**config.mk**
```make
export PLATFORM = sky130hd
export DESIGN_NAME = cabin_plant
export DESIGN_NICKNAME = d
export VERILOG_FILES = /design/src/rtl/elevator_pkg.sv /design/src/rtl/plant_timer.sv /design/src/rtl/cabin_plant.sv
export SDC_FILE = /design/constraint.sdc
export NUM_CORES = 1
export LEC_CHECK = 0
export CORE_MARGIN = 5
export CORE_UTILIZATION = 45
export CTS_CLUSTER_SIZE = 28
export DETAILED_ROUTE_END_ITERATION = 7
export PLACE_DENSITY = 0.68
export SKIP_LAST_GASP = 1
export SYNTH_ARGS = -nofsm -noshare
export SYNTH_HDL_FRONTEND = slang
export SYNTH_SLANG_ARGS = --single-unit
export TNS_END_PERCENT = 50
```
**constraint.sdc**
```tcl
create_clock -name clk -period 1.9 [get_ports clk]
set_input_delay 0.38 -clock clk [delete_from_list [all_inputs] [get_ports clk]]
set_output_delay 0.38 -clock clk [all_outputs]
set_load 0.02 [all_outputs]
```
**src/rtl/elevator_pkg.sv**
```systemverilog
// Shared types and default constants for the elevator cabin/shaft plant.
package elevator_pkg;

  localparam int FLOORS        = 4;
  localparam int TRAVEL_CYCLES = 8;
  localparam int DOOR_CYCLES   = 4;
  localparam int FLOOR_W       = $clog2(FLOORS);

  typedef logic [FLOOR_W-1:0] floor_t;

  typedef enum logic [2:0] {
    IDLE         = 3'd0,
    MOVING       = 3'd1,
    DOOR_OPENING = 3'd2,
    DOOR_OPEN    = 3'd3,
    DOOR_CLOSING = 3'd4
  } cabin_state_t;

  // A single floor step is legal unless it would leave the shaft.
  function automatic logic step_legal(input int floor_idx, input logic up, input int floors);
    return up ? (floor_idx < floors - 1) : (floor_idx > 0);
  endfunction

endpackage

```
**src/rtl/plant_timer.sv**
```systemverilog
// Loadable down-counter shared by travel and door strokes; done while count is zero.
module plant_timer #(
  parameter int W = 3
) (
  input  logic         clk,
  input  logic         rst_n,
  input  logic         i_load,
  input  logic [W-1:0] i_val,
  output logic         o_done
);

  logic [W-1:0] r_cnt;

  always_ff @(posedge clk or negedge rst_n) begin
    if (!rst_n)               r_cnt <= '0;
    else if (i_load)          r_cnt <= i_val;
    else if (r_cnt != '0)     r_cnt <= r_cnt - 1'b1;
  end

  assign o_done = (r_cnt == '0);

endmodule

```
**src/rtl/cabin_plant.sv**
```systemverilog
// Elevator cabin/shaft plant: turns motor/door commands into floor, arrival and door status.
// Optional CABIN_FAULT_EN compiles in the sticky fault flag and its fault_clr input.
module cabin_plant
  import elevator_pkg::*;
#(
  parameter int FLOORS        = elevator_pkg::FLOORS,
  parameter int TRAVEL_CYCLES = elevator_pkg::TRAVEL_CYCLES,
  parameter int DOOR_CYCLES   = elevator_pkg::DOOR_CYCLES,
  parameter int RESET_FLOOR   = 0,
  localparam int FW           = (FLOORS > 2) ? $clog2(FLOORS) : 1
) (
  input  logic          clk,
  input  logic          reset,
  input  logic          motor_en,
  input  logic          SubeBaja,
  input  logic          AbreCierra,
`ifdef CABIN_FAULT_EN
  input  logic          fault_clr,
`endif
  output logic [FW-1:0] PActual,
  output logic          floor_arrive,
  output logic          moving,
  output logic          door_open,
  output logic          fault
);

  localparam int TMAX = (TRAVEL_CYCLES > DOOR_CYCLES) ? TRAVEL_CYCLES : DOOR_CYCLES;
  localparam int TW   = (TMAX > 2) ? $clog2(TMAX) : 1;
  localparam logic [TW-1:0] TRAVEL_LD = TW'(TRAVEL_CYCLES - 1);
  localparam logic [TW-1:0] DOOR_LD   = TW'(DOOR_CYCLES - 1);

  cabin_state_t  r_state, w_next;
  logic [FW-1:0] r_floor, w_floor_nxt, w_floor_step;
  logic          r_dir, w_dir_nxt;
  logic          r_arrive, w_arrive_nxt;
  logic          r_moving, r_door;
  logic          w_fault_set;
  logic          w_tmr_load, w_tmr_done;
  logic [TW-1:0] w_tmr_val;
  logic          w_req_legal, w_cont_legal;

  assign w_floor_step = r_dir ? r_floor + 1'b1 : r_floor - 1'b1;
  assign w_req_legal  = step_legal(int'(r_floor), SubeBaja, FLOORS);
  // Whether the segment after the one just finishing may start.
  assign w_cont_legal = step_legal(int'(w_floor_step), r_dir, FLOORS);

  plant_timer #(.W(TW)) u_tmr (
    .clk    (clk),
    .rst_n  (reset),
    .i_load (w_tmr_load),
    .i_val  (w_tmr_val),
    .o_done (w_tmr_done)
  );

  always_ff @(posedge clk or negedge reset) begin
    if (!reset) begin
      r_state  <= IDLE;
      r_floor  <= FW'(RESET_FLOOR);
      r_dir    <= 1'b0;
      r_arrive <= 1'b0;
      r_moving <= 1'b0;
      r_door   <= 1'b0;
    end else begin
      r_state  <= w_next;
      r_floor  <= w_floor_nxt;
      r_dir    <= w_dir_nxt;
      r_arrive <= w_arrive_nxt;
      r_moving <= (w_next == MOVING);
      r_door   <= (w_next inside {DOOR_OPENING, DOOR_OPEN, DOOR_CLOSING});
    end
  end

  always_comb begin
    w_next     = r_state;
    w_tmr_load = 1'b0;
    w_tmr_val  = TRAVEL_LD;
    unique case (r_state)
      IDLE: begin
        // Door command has priority over a simultaneous move request.
        if (AbreCierra) begin
          w_next     = DOOR_OPENING;
          w_tmr_load = 1'b1;
          w_tmr_val  = DOOR_LD;
        end else if (motor_en && w_req_legal) begin
          w_next     = MOVING;
          w_tmr_load = 1'b1;
        end
      end
      MOVING: begin
        if (w_tmr_done) begin
          if (motor_en && w_cont_legal) w_tmr_load = 1'b1;
          else                          w_next     = IDLE;
        end
      end
      DOOR_OPENING: begin
        if (w_tmr_done) w_next = DOOR_OPEN;
      end
      DOOR_OPEN: begin
        if (!AbreCierra) begin
          w_next     = DOOR_CLOSING;
          w_tmr_load = 1'b1;
          w_tmr_val  = DOOR_LD;
        end
      end
      DOOR_CLOSING: begin
        if (AbreCierra) begin
          w_next     = DOOR_OPENING;
          w_tmr_load = 1'b1;
          w_tmr_val  = DOOR_LD;
        end else if (w_tmr_done) begin
          w_next = IDLE;
        end
      end
      default: w_next = IDLE;
    endcase
  end

  always_comb begin
    w_floor_nxt  = r_floor;
    w_dir_nxt    = r_dir;
    w_arrive_nxt = 1'b0;
    w_fault_set  = 1'b0;
    case (r_state)
      IDLE: begin
        if (!AbreCierra && motor_en && w_req_legal) w_dir_nxt = SubeBaja;
        w_fault_set = motor_en && (AbreCierra || !w_req_legal);
      end
      MOVING: begin
        if (w_tmr_done) begin
          w_floor_nxt  = w_floor_step;
          w_arrive_nxt = 1'b1;
        end
      end
      DOOR_OPENING, DOOR_OPEN, DOOR_CLOSING: w_fault_set = motor_en;
      default: ;
    endcase
  end

`ifdef CABIN_FAULT_EN
  logic r_fault;
  always_ff @(posedge clk or negedge reset) begin
    if (!reset)           r_fault <= 1'b0;
    else if (w_fault_set) r_fault <= 1'b1;
    else if (fault_clr)   r_fault <= 1'b0;
  end
  assign fault = r_fault;
`else
  logic w_unused_fault;
  assign w_unused_fault = w_fault_set;
  assign fault          = 1'b0;
`endif

  assign PActual      = r_floor;
  assign floor_arrive = r_arrive;
  assign moving       = r_moving;
  assign door_open    = r_door;

endmodule

```
==> summary.md, run 1 <==
| Metric | Value |
|---|---|
| Leakage power | 0.383 nW |
| Hold_buf cts | 0 |
| CTS sink count | 12 |
| Syn Inst Count | 74 |
| Final GP Congestion | 0.769 |
| DP Worst Slack | 0.0421 ns |
| Hold_ws | 0.446 ns |
| Final hold violation count | 0 |
| Slew HR | 64.8% |
| Net Switching | 0.463 mW |
| Minimum clock period | 1.80 ns |
| Cell Count, Final, Fillers Out | 99 |
| Root buf cell | clkbuf_4 |
| Die height | 50.9 µm |
| Initial antenna violation count | 0 |
| Sequential power share | 39.3% |
| Period utilization | 94.9% |
| I/O Buffers | 9 |
| Max-Cap Viols | 0 |
| Largest net degree at the start of global routing | 13 |
| Layout cells sized above 1 | 10.8% |
| Die area | 2600 µm² |
| R2r startpoint | PActual[1]$_DFFE_PN0P_ |
| GRT Max-Usage Layer | met2 |
| Met3 GRT Util | 3.49% |
| Cell Area, Synth | 754 µm² |
| Routed Antenna Nets | 0 |
| Drt via density | 5.56 |
| CP Data Required Time | 1.52 ns |
| M2 GR Usage | 17.8% |
| Setup TNS | 0 ns |
| Initial Util | 48.9% |
| Clock Path Buffers | 2 |
| RSZ-0062 raised after global routing | no |
| Vias | 550 |
| CTS tree | done |
| CP Cell Sequence | clkdlybuf4s50_1 |
| Antenna diodes | 0 |
| Crit path max fanout | 7 |
| GRT overflow | 0 |
| Clock latency on the worst-skew pair | 0.28 ns |
| Final instance area | 870 µm² |
| CTS Buf Count | 3 |
| Drt wl/cell | 13.5 µm |
| Post-CTS setup buffer count | 0 |
| Worst Setup SP | PActual[0]$_DFFE_PN0P_ |
| # setup viols final | 0 |
| Clk_skew | 0.00132 ns |
| Seq cells post-synth | 12 |
| CP startpoint kind | register |
| FMAX | 555 MHz |
| Clock transition at path regs | 0.08 ns |
| Share of power burned in the clock network | 17.2% |
| Setup CP Type | register to output port |
| Vias in the first global route | 533 |
| Nets | 93 |
| Final worst slack | 0.0967 ns |
| All-Layer GR Usage | 11.5% |
| Post-cts resize count | 0 |
| Crit path max-delay cell type | clkdlybuf4s50_1 |
| Placed Area | 833 µm² |
| R2r endpoint | u_tmr.r_cnt[2]$_DFFE_PN0P_ |
| Max incr delay on CP | 0.66 ns |
| Status | completed |
| Starting DRT DRC Count | 9 |
| Arrival time at the worst endpoint | 1.42 ns |
| Syn nets | 83 |
| I/O Pins | 11 |
| DRT Wirelength | 1.33 mm |
| Worst Hold Class | input port to async pin |
| CP bufs+invs | 1 |
| Power per cell area | 1370 nW/µm² |
| Dpl hpwl | 1.01 mm |
| Worst Setup End Kind | output port |
| DRC | 0 |
| Post-synthesis sequential area ratio | 39.8% |
| Slack of the worst reg-to-reg path | 0.35 ns |
| Synth unique cells | 34 |
| # rows | 14 |
| Area of the core | 1540 µm² |
| Max VDD drop | 615 µV |
| Max Slew Vio Count | 0 |
| First-pass GRT wire length | 2.29 mm |
| Worst slew pin tran | 0.526 ns |
| GRT met1 Usage | 14.6% |
| Switching Fraction | 38.9% |
| Floorplan die width | 50.9 µm |
| Syn_area_per_cell | 10.2 µm² |
| H-tree Lvls | 1 |
| Dpl cells | 95 |
| Layout area overhead | 15.3% |
| Yosys Warn Count | 0 |
| Cell-internal power | 0.727 mW |
| Worst r2r path cells | 5 |
| DRT Pass-1 Iters | 3 |
| Combinational power share | 43.6% |
| CP delay by family, top | buffers and inverters |
## worst max path at each step
stage	end	slack (ns)	cells after the start
after detailed placement	r_dir$_DFFE_PN0P_	0.04	4
after CTS	PActual[0]	0.09	1
final	PActual[0]	0.1	1
after floorplan	u_tmr.r_cnt[2]$_DFFE_PN0P_	0.43	5
after global placement	r_dir$_DFFE_PN0P_	0.08	4
after global routing	PActual[0]	0.05	1
## through the flow
stage	total power, mW	util (%)
floorplan	0.876	-
global placement	0.979	54.1
detailed placement	0.994	54.1
CTS	1.20	56.4
global route	1.28	56.4
finish	1.19	56.4
## flip-flops by register name (all words and copies together), names as in the netlist
register / count
PActual: 2
door_open: 1
floor_arrive: 1
moving: 1
r_dir: 1
r_state: 3
u_tmr.r_cnt: 3
## synthesized netlist by cell type
library cell / number / area (µm²)
conb_1: 1 / 3.75
o32ai_2: 1 / 16.3
buf_6: 2 / 22.5
mux2i_1: 3 / 30.0
o221ai_1: 1 / 8.76
and2_1: 1 / 6.26
clkbuf_1: 1 / 3.75
or3_1: 1 / 6.26
nor3b_1: 3 / 22.5
nor3_1: 1 / 5.00
buf_4: 1 / 7.51
or2b_1: 1 / 7.51
nor2_1: 5 / 18.8
a311oi_1: 1 / 8.76
o31ai_1: 1 / 7.51
a221oi_2: 1 / 15.0
inv_1: 7 / 26.3
nor4b_4: 1 / 23.8
ha_1: 4 / 50.1
nand4_1: 3 / 18.8
o21ai_0: 3 / 15.0
or4b_4: 1 / 13.8
a21oi_1: 3 / 15.0
dfrtp_1: 12 / 300
a31oi_1: 1 / 6.26
buf_2: 1 / 5.00
nand3_1: 2 / 10.0
nand2b_1: 1 / 6.26
nor4bb_1: 1 / 10.0
nor2b_1: 2 / 12.5
nand2_1: 2 / 7.51
xnor2_1: 3 / 26.3
a32oi_1: 1 / 8.76
o2111ai_1: 1 / 8.76
## logic make-up after synthesis
family | after synthesis | synth area share, %
muxes | 3 | 3.98
other | 1 | 0.497
and+or+nand+nor | 25 | 22.4
DFF | 12 | 39.8
buffers and inverters | 12 | 8.62
adders and majority gates | 4 | 6.63
AOI/OAI and AO/OA | 14 | 14.6
xor gates and xnor gates | 3 | 3.48
## final cells by class
cell class	instances	area (µm²)
fillers	148	672
flip-flops and latches	12	300
multi-input cells	50	389
well taps	16	20.0
inverters	7	26.3
repair buffers	10	97.6
clock buffers	4	36.3
## cells in the final DEF (no fill, tap or decap), types with 3 or more instances in the layout
master | Yosys | routed
ha_1 | 4 | 4
nor3b_1 | 3 | 3
mux2i_1 | 3 | 3
xnor2_1 | 3 | 3
clkbuf_4 | 0 | 3
nand4_1 | 3 | 3
a21oi_1 | 3 | 3
nor2_1 | 5 | 5
o21ai_0 | 3 | 3
inv_1 | 7 | 7
clkdlybuf4s50_1 | 0 | 9
dfrtp_1 | 12 | 12
## power by group through the flow
stage	Clock, mW	Sequential (mW)	Combinational (mW)
floorplan	0	0.443	0.433
global placement	0	0.469	0.509
detailed placement	0	0.471	0.523
CTS	0.207	0.466	0.527
global route	0.221	0.483	0.578
finish	0.204	0.467	0.519
## metal layers
| metal | vias to the layer above | share of wire, % |
|---|---|---|
| li1 | 281 | - |
| met1 | 253 | 50 |
| met2 | 11 | 42 |
| met3 | 5 | 5.0 |
| met4 | 0 | 2.4 |
| met5 | - | 0 |
Note: power is estimated with default switching activity, not from simulation.
==> inputs of run 2 (changes only) <==
--- a/config.mk
+++ b/config.mk
@@ -9,7 +9,7 @@
 export CORE_UTILIZATION = 45
 export CTS_CLUSTER_SIZE = 28
 export DETAILED_ROUTE_END_ITERATION = 7
-export PLACE_DENSITY = 0.68
+export PLACE_DENSITY = 0.79
 export SKIP_LAST_GASP = 1
 export SYNTH_ARGS = -nofsm -noshare
 export SYNTH_HDL_FRONTEND = slang
==> summary.md, run 2 (synthesis results as in run 1) <==
| Metric | Value |
|---|---|
| I/O Buffers | 9 (unchanged) |
| Initial Util | 48.9% (unchanged) |
| CP Data Required Time | 1.52 ns (about the same) |
| Max-Cap Viols | 0 (unchanged) |
| Status | completed |
| DRT Pass-1 Iters | 4 (+1) |
| Max Slew Vio Count | 0 (unchanged) |
| Crit path max-delay cell type | clkdlybuf4s50_1 |
| Largest net degree at the start of global routing | 13 (unchanged) |
| CTS tree | done |
| Met3 GRT Util | 4.65% (+1.2 points) |
| Vias | 562 (+2.2%) |
| Power per cell area | 1370 nW/µm² (+0.20%) |
| I/O Pins | 11 (unchanged) |
| Nets | 93 (unchanged) |
| DRC | 0 (unchanged) |
| Area of the multi-input gates | 389 µm² (unchanged) |
| Layout cells sized above 1 | 10.8% (unchanged) |
| Clock Path Buffers | 2 (unchanged) |
| Die height | 50.9 µm (unchanged) |
| Minimum clock period | 1.79 ns (-0.0178 ns) |
| Most common cell after layout, fill and taps aside | dfrtp_1 |
| CP startpoint kind | register |
| Hold_buf cts | 0 (unchanged) |
| GRT overflow | 0 (unchanged) |
| Arrival time at the worst endpoint | 1.41 ns (about the same) |
| Initial antenna violation count | 0 (unchanged) |
| Worst Setup End Kind | output port |
| Post-CTS setup buffer count | 0 (unchanged) |
| Drt wl/cell | 13.9 µm (+2.9%) |
| Starting DRT DRC Count | 10 (+1) |
| First-pass GRT wire length | 2.19 mm (-4.2%) |
| Area of the core | 1540 µm² (unchanged) |
| Clock transition at path regs | 0.08 ns (about the same) |
| Sequential cell area | 300 µm² (unchanged) |
| FMAX | 560 MHz (+1.0%) |
| # setup viols final | 0 (unchanged) |
| Dpl cells | 95 (unchanged) |
| Final hold violation count | 0 (unchanged) |
| Root buf cell | clkbuf_4 |
| CTS sink count | 12 (unchanged) |
| Drt via density | 5.68 (+2.2%) |
| Period utilization | 94.0% (-0.94 points) |
| Worst Hold Class | input port to async pin |
| Layout area overhead | 15.3% (unchanged) |
| Most frequent cells in the layout | dfrtp_1 (12), clkdlybuf4s50_1 (9), inv_1 (7) |
| Crit path max fanout | 7 (unchanged) |
| Layout fillers | 135 (-8.8%) |
| M2 GR Usage | 16.5% (-1.2 points) |
| Antenna diodes | 0 (unchanged) |
| Floorplan die width | 50.9 µm (unchanged) |
| CP delay by family, top | buffers and inverters |
| H-tree Lvls | 1 (unchanged) |
| Vias in the first global route | 501 (-6.0%) |
| Setup CP Type | register to output port |
| Clk_skew | 0.00400 ns (+0.00269 ns) |
| DRT Wirelength | 1.37 mm (+2.9%) |
| Slew HR | 64.4% (-0.43 points) |
| Clock latency on the worst-skew pair | 0.27 ns (about the same) |
| Max incr delay on CP | 0.65 ns (about the same) |
| Routed Antenna Nets | 0 (unchanged) |
| Post-cts resize count | 0 (unchanged) |
| Die area | 2600 µm² (unchanged) |
| RSZ-0062 raised after global routing | no |
| CP Cell Sequence | clkdlybuf4s50_1 |
| Cell Count, Final, Fillers Out | 99 (unchanged) |
| Setup TNS | 0 ns (unchanged) |
| All-Layer GR Usage | 11.0% (-0.45 points) |
| Final GP Congestion | 0.769 (about the same) |
| Max VDD drop | 846 µV (+38%) |
| CTS Buf Count | 3 (unchanged) |
| GRT Max-Usage Layer | met2 |
| CP bufs+invs | 1 (unchanged) |
| Leakage power | 0.383 nW (unchanged) |
| # rows | 14 (unchanged) |
| GRT met1 Usage | 14.7% (+0.11 points) |
| Worst slew pin tran | 0.533 ns (+0.00636 ns) |
| Dpl hpwl | 1.05 mm (+4.0%) |
==> run 2: cell counts in the layout (fill, tap and decap cells not counted) <==
No cell type changed its count.
==> run 2: cell type report <==
class                      instances  area share [%]
clock buffer                       4            4.17
inverter                           7            3.02
multi-input combinational         50            44.7
sequential                        12            34.5
tap                               16            2.30
timing repair buffer              10            11.2
==> run 2: metal layers <==
layer / up-vias / wire length (µm)
met5: - / 0
li1: 280 / -
met3: 2 / 60
met2: 7 / 636
met1: 273 / 663
met4: 0 / 12
==> run 2: where the power goes <==
group          switching [mW]  total, mW  internal, mW
Sequential              0.129      0.474         0.345
Combinational           0.249      0.514         0.265
Clock                  0.0877      0.204         0.116
==> run 2: per-stage QoR <==
step / util [%] / cell area [µm²] / power [mW] / setup slack, ns / hold slack (ns)
after detailed placement: 54.1 / 833 / 0.998 / 0.0720 / 0.593
after floorplan: - / 754 / 0.876 / 0.435 / 0.0844
after global routing: 56.4 / 870 / 1.29 / 0.0433 / 0.500
final: 56.4 / 870 / 1.19 / 0.114 / 0.451
after CTS: 56.4 / 870 / 1.20 / 0.0983 / 0.471
after global placement: 54.1 / 833 / 0.977 / 0.0994 / 0.566
==> run 2: path summary, 6_finish.rpt <==
| kind | startpoint | end | slack [ns] | depth (start not counted) |
|---|---|---|---|---|
| max in group asynchronous | reset | PActual[0]$_DFFE_PN0P_ | 1.09 | 1 |
| min in group clk | PActual[1]$_DFFE_PN0P_ | r_dir$_DFFE_PN0P_ | 0.60 | 1 |
| max | PActual[0]$_DFFE_PN0P_ | PActual[0] | 0.11 | 1 |
| min | reset | r_dir$_DFFE_PN0P_ | 0.45 | 1 |
| min reg2reg | PActual[1]$_DFFE_PN0P_ | r_dir$_DFFE_PN0P_ | 0.60 | 1 |
| max reg2reg | r_state[0]$_DFF_PN0_ | r_dir$_DFFE_PN0P_ | 0.33 | 3 |
==> inputs of run 3 (changes only) <==
--- a/config.mk
+++ b/config.mk
@@ -10,6 +10,7 @@
 export CTS_CLUSTER_SIZE = 28
 export DETAILED_ROUTE_END_ITERATION = 7
 export PLACE_DENSITY = 0.79
+export REMOVE_ABC_BUFFERS = 1
 export SKIP_LAST_GASP = 1
 export SYNTH_ARGS = -nofsm -noshare
 export SYNTH_HDL_FRONTEND = slang
==> summary.md, run 3 (synthesis results as in run 1) <==
| Metric | Value |
|---|---|
| Power per cell area | 1380 nW/µm² (+0.78%) |
| I/O Pins | 11 (unchanged) |
| CP Cell Sequence | clkdlybuf4s50_1 |
| Initial antenna violation count | 0 (unchanged) |
| Minimum clock period | 1.80 ns (+0.00990 ns) |
| Vias in the first global route | 525 (+4.8%) |
| Drt via density | 5.65 (-0.53%) |
| Worst slew pin tran | 0.530 ns (-0.00288 ns) |
| CP startpoint kind | register |
| Worst Hold Class | input port to async pin |
| CTS Buf Count | 3 (unchanged) |
| Period utilization | 94.5% (+0.52 points) |
| Most common cell after layout, fill and taps aside | dfrtp_1 |
| Leakage power | 0.383 nW (unchanged) |
| Slew HR | 64.6% (+0.19 points) |
| Max Slew Vio Count | 0 (unchanged) |
| Clock latency on the worst-skew pair | 0.27 ns (about the same) |
| Die height | 50.9 µm (unchanged) |
| Dpl cells | 95 (unchanged) |
| Arrival time at the worst endpoint | 1.42 ns (about the same) |
| Cell Count, Final, Fillers Out | 99 (unchanged) |
| DRT Wirelength | 1.49 mm (+8.7%) |
| H-tree Lvls | 1 (unchanged) |
| Max-Cap Viols | 0 (unchanged) |
| Drt wl/cell | 15.1 µm (+8.7%) |
| FMAX | 557 MHz (-0.55%) |
| Max incr delay on CP | 0.66 ns (about the same) |
| Crit path max fanout | 7 (unchanged) |
| Area of the core | 1540 µm² (unchanged) |
| Vias | 559 (-0.53%) |
| Crit path max-delay cell type | clkdlybuf4s50_1 |
| Clock Path Buffers | 2 (unchanged) |
| Total power | 1.20 mW (+0.78%) |
| Floorplan die width | 50.9 µm (unchanged) |
| R2r endpoint | u_tmr.r_cnt[2]$_DFFE_PN0P_ |
| Most frequent cells in the layout | dfrtp_1 (12), clkdlybuf4s50_1 (9), inv_1 (7) |
| Post-cts resize count | 0 (unchanged) |
| Hold_buf cts | 0 (unchanged) |
| # rows | 14 (unchanged) |
| Initial Util | 48.9% (unchanged) |
| RSZ-0062 raised after global routing | no |
| CP bufs+invs | 1 (unchanged) |
| Antenna diodes | 0 (unchanged) |
| DRT Pass-1 Iters | 4 (unchanged) |
| Clock transition at path regs | 0.07 ns (about the same) |
| # setup viols final | 0 (unchanged) |
| Cell count along the critical path | 1 (unchanged) |
| Root buf cell | clkbuf_4 |
| CP delay by family, top | buffers and inverters |
| Largest net degree at the start of global routing | 13 (unchanged) |
| CTS tree | done |
| Routed Antenna Nets | 0 (unchanged) |
| Nets | 93 (unchanged) |
| Worst Setup End Kind | output port |
| Final hold violation count | 0 (unchanged) |
| GRT overflow | 0 (unchanged) |
| I/O Buffers | 9 (unchanged) |
| Layout area overhead | 15.3% (unchanged) |
| First-pass GRT wire length | 2.53 mm (+15%) |
| Layout fillers | 148 (+9.6%) |
| Clk_skew | 0.000907 ns (-0.00310 ns) |
| Starting DRT DRC Count | 11 (+1) |
| Die area | 2600 µm² (unchanged) |
| Setup TNS | 0 ns (unchanged) |
| All-Layer GR Usage | 12.8% (+1.8 points) |
| Worst r2r path cells | 5 (+2) |
| R2r startpoint | r_dir$_DFFE_PN0P_ |
| Slack of the worst reg-to-reg path | 0.32 ns (about the same) |
| DRC | 0 (unchanged) |
| Layout cells sized above 1 | 10.8% (unchanged) |
| Max VDD drop | 808 µV (-4.6%) |
| Final GP Congestion | 0.832 (+8.2%) |
| Setup CP Type | register to output port |
| CP Data Required Time | 1.52 ns (about the same) |
| Post-CTS setup buffer count | 0 (unchanged) |
| Status | completed |
| Dpl hpwl | 1.14 mm (+8.4%) |
| CTS sink count | 12 (unchanged) |
[run 3: routing by layer]
layer / vias to the layer above / global-route usage, % / share of wire, %
met1: 271 / 17.8 / 46
li1: 281 / - / -
met3: 0 / 5.23 / 3.9
met5: - / 0 / 0
met2: 7 / 19.4 / 50
met4: 0 / 1.28 / 0
[run 3: report_power, final]
part,internal (mW),switching (mW)
Combinational,0.265,0.257
Sequential,0.345,0.133
Clock,0.116,0.0845
Total,0.727,0.475
[run 3: final cells by class]
class	instances	area [µm²]	area share, %
flip-flops and latches	12	300	34.5
repair buffers	10	97.6	11.2
clock buffers	4	36.3	4.17
multi-input cells	50	389	44.7
inverters	7	26.3	3.02
well taps	16	20.0	2.30
[run 3: how the worst max path moves through the flow]
stage                      startpoint                end  slack (ns)
5_1_grt        PActual[0]$_DFFE_PN0P_         PActual[0]        0.04
4_1_cts        PActual[0]$_DFFE_PN0P_         PActual[0]        0.09
6_report       PActual[0]$_DFFE_PN0P_         PActual[0]        0.10
2_1_floorplan    r_state[0]$_DFF_PN0_  r_dir$_DFFE_PN0P_        0.43
3_3_place_gp                 motor_en  r_dir$_DFFE_PN0P_        0.10
3_5_place_dp                 motor_en  r_dir$_DFFE_PN0P_        0.05
[run 3: through the flow]
| stage | hold slack (ns) | setup slack [ns] | util (%) | cell area [µm²] |
|---|---|---|---|---|
| detailed placement | 0.587 | 0.0514 | 54.1 | 833 |
| finish | 0.451 | 0.105 | 56.4 | 870 |
| CTS | 0.460 | 0.0853 | 56.4 | 870 |
| global placement | 0.573 | 0.102 | 54.1 | 833 |
| floorplan | 0.0844 | 0.434 | - | 716 |
| global route | 0.503 | 0.0431 | 56.4 | 870 |
[run 3: worst reg2reg max path: stages (launching register included)]
cell      delay, ns
dfrtp_1        0.47
xnor2_1        0.19
ha_1           0.19
mux2i_1        0.19
nand4_1        0.18
a311oi_1       0.26
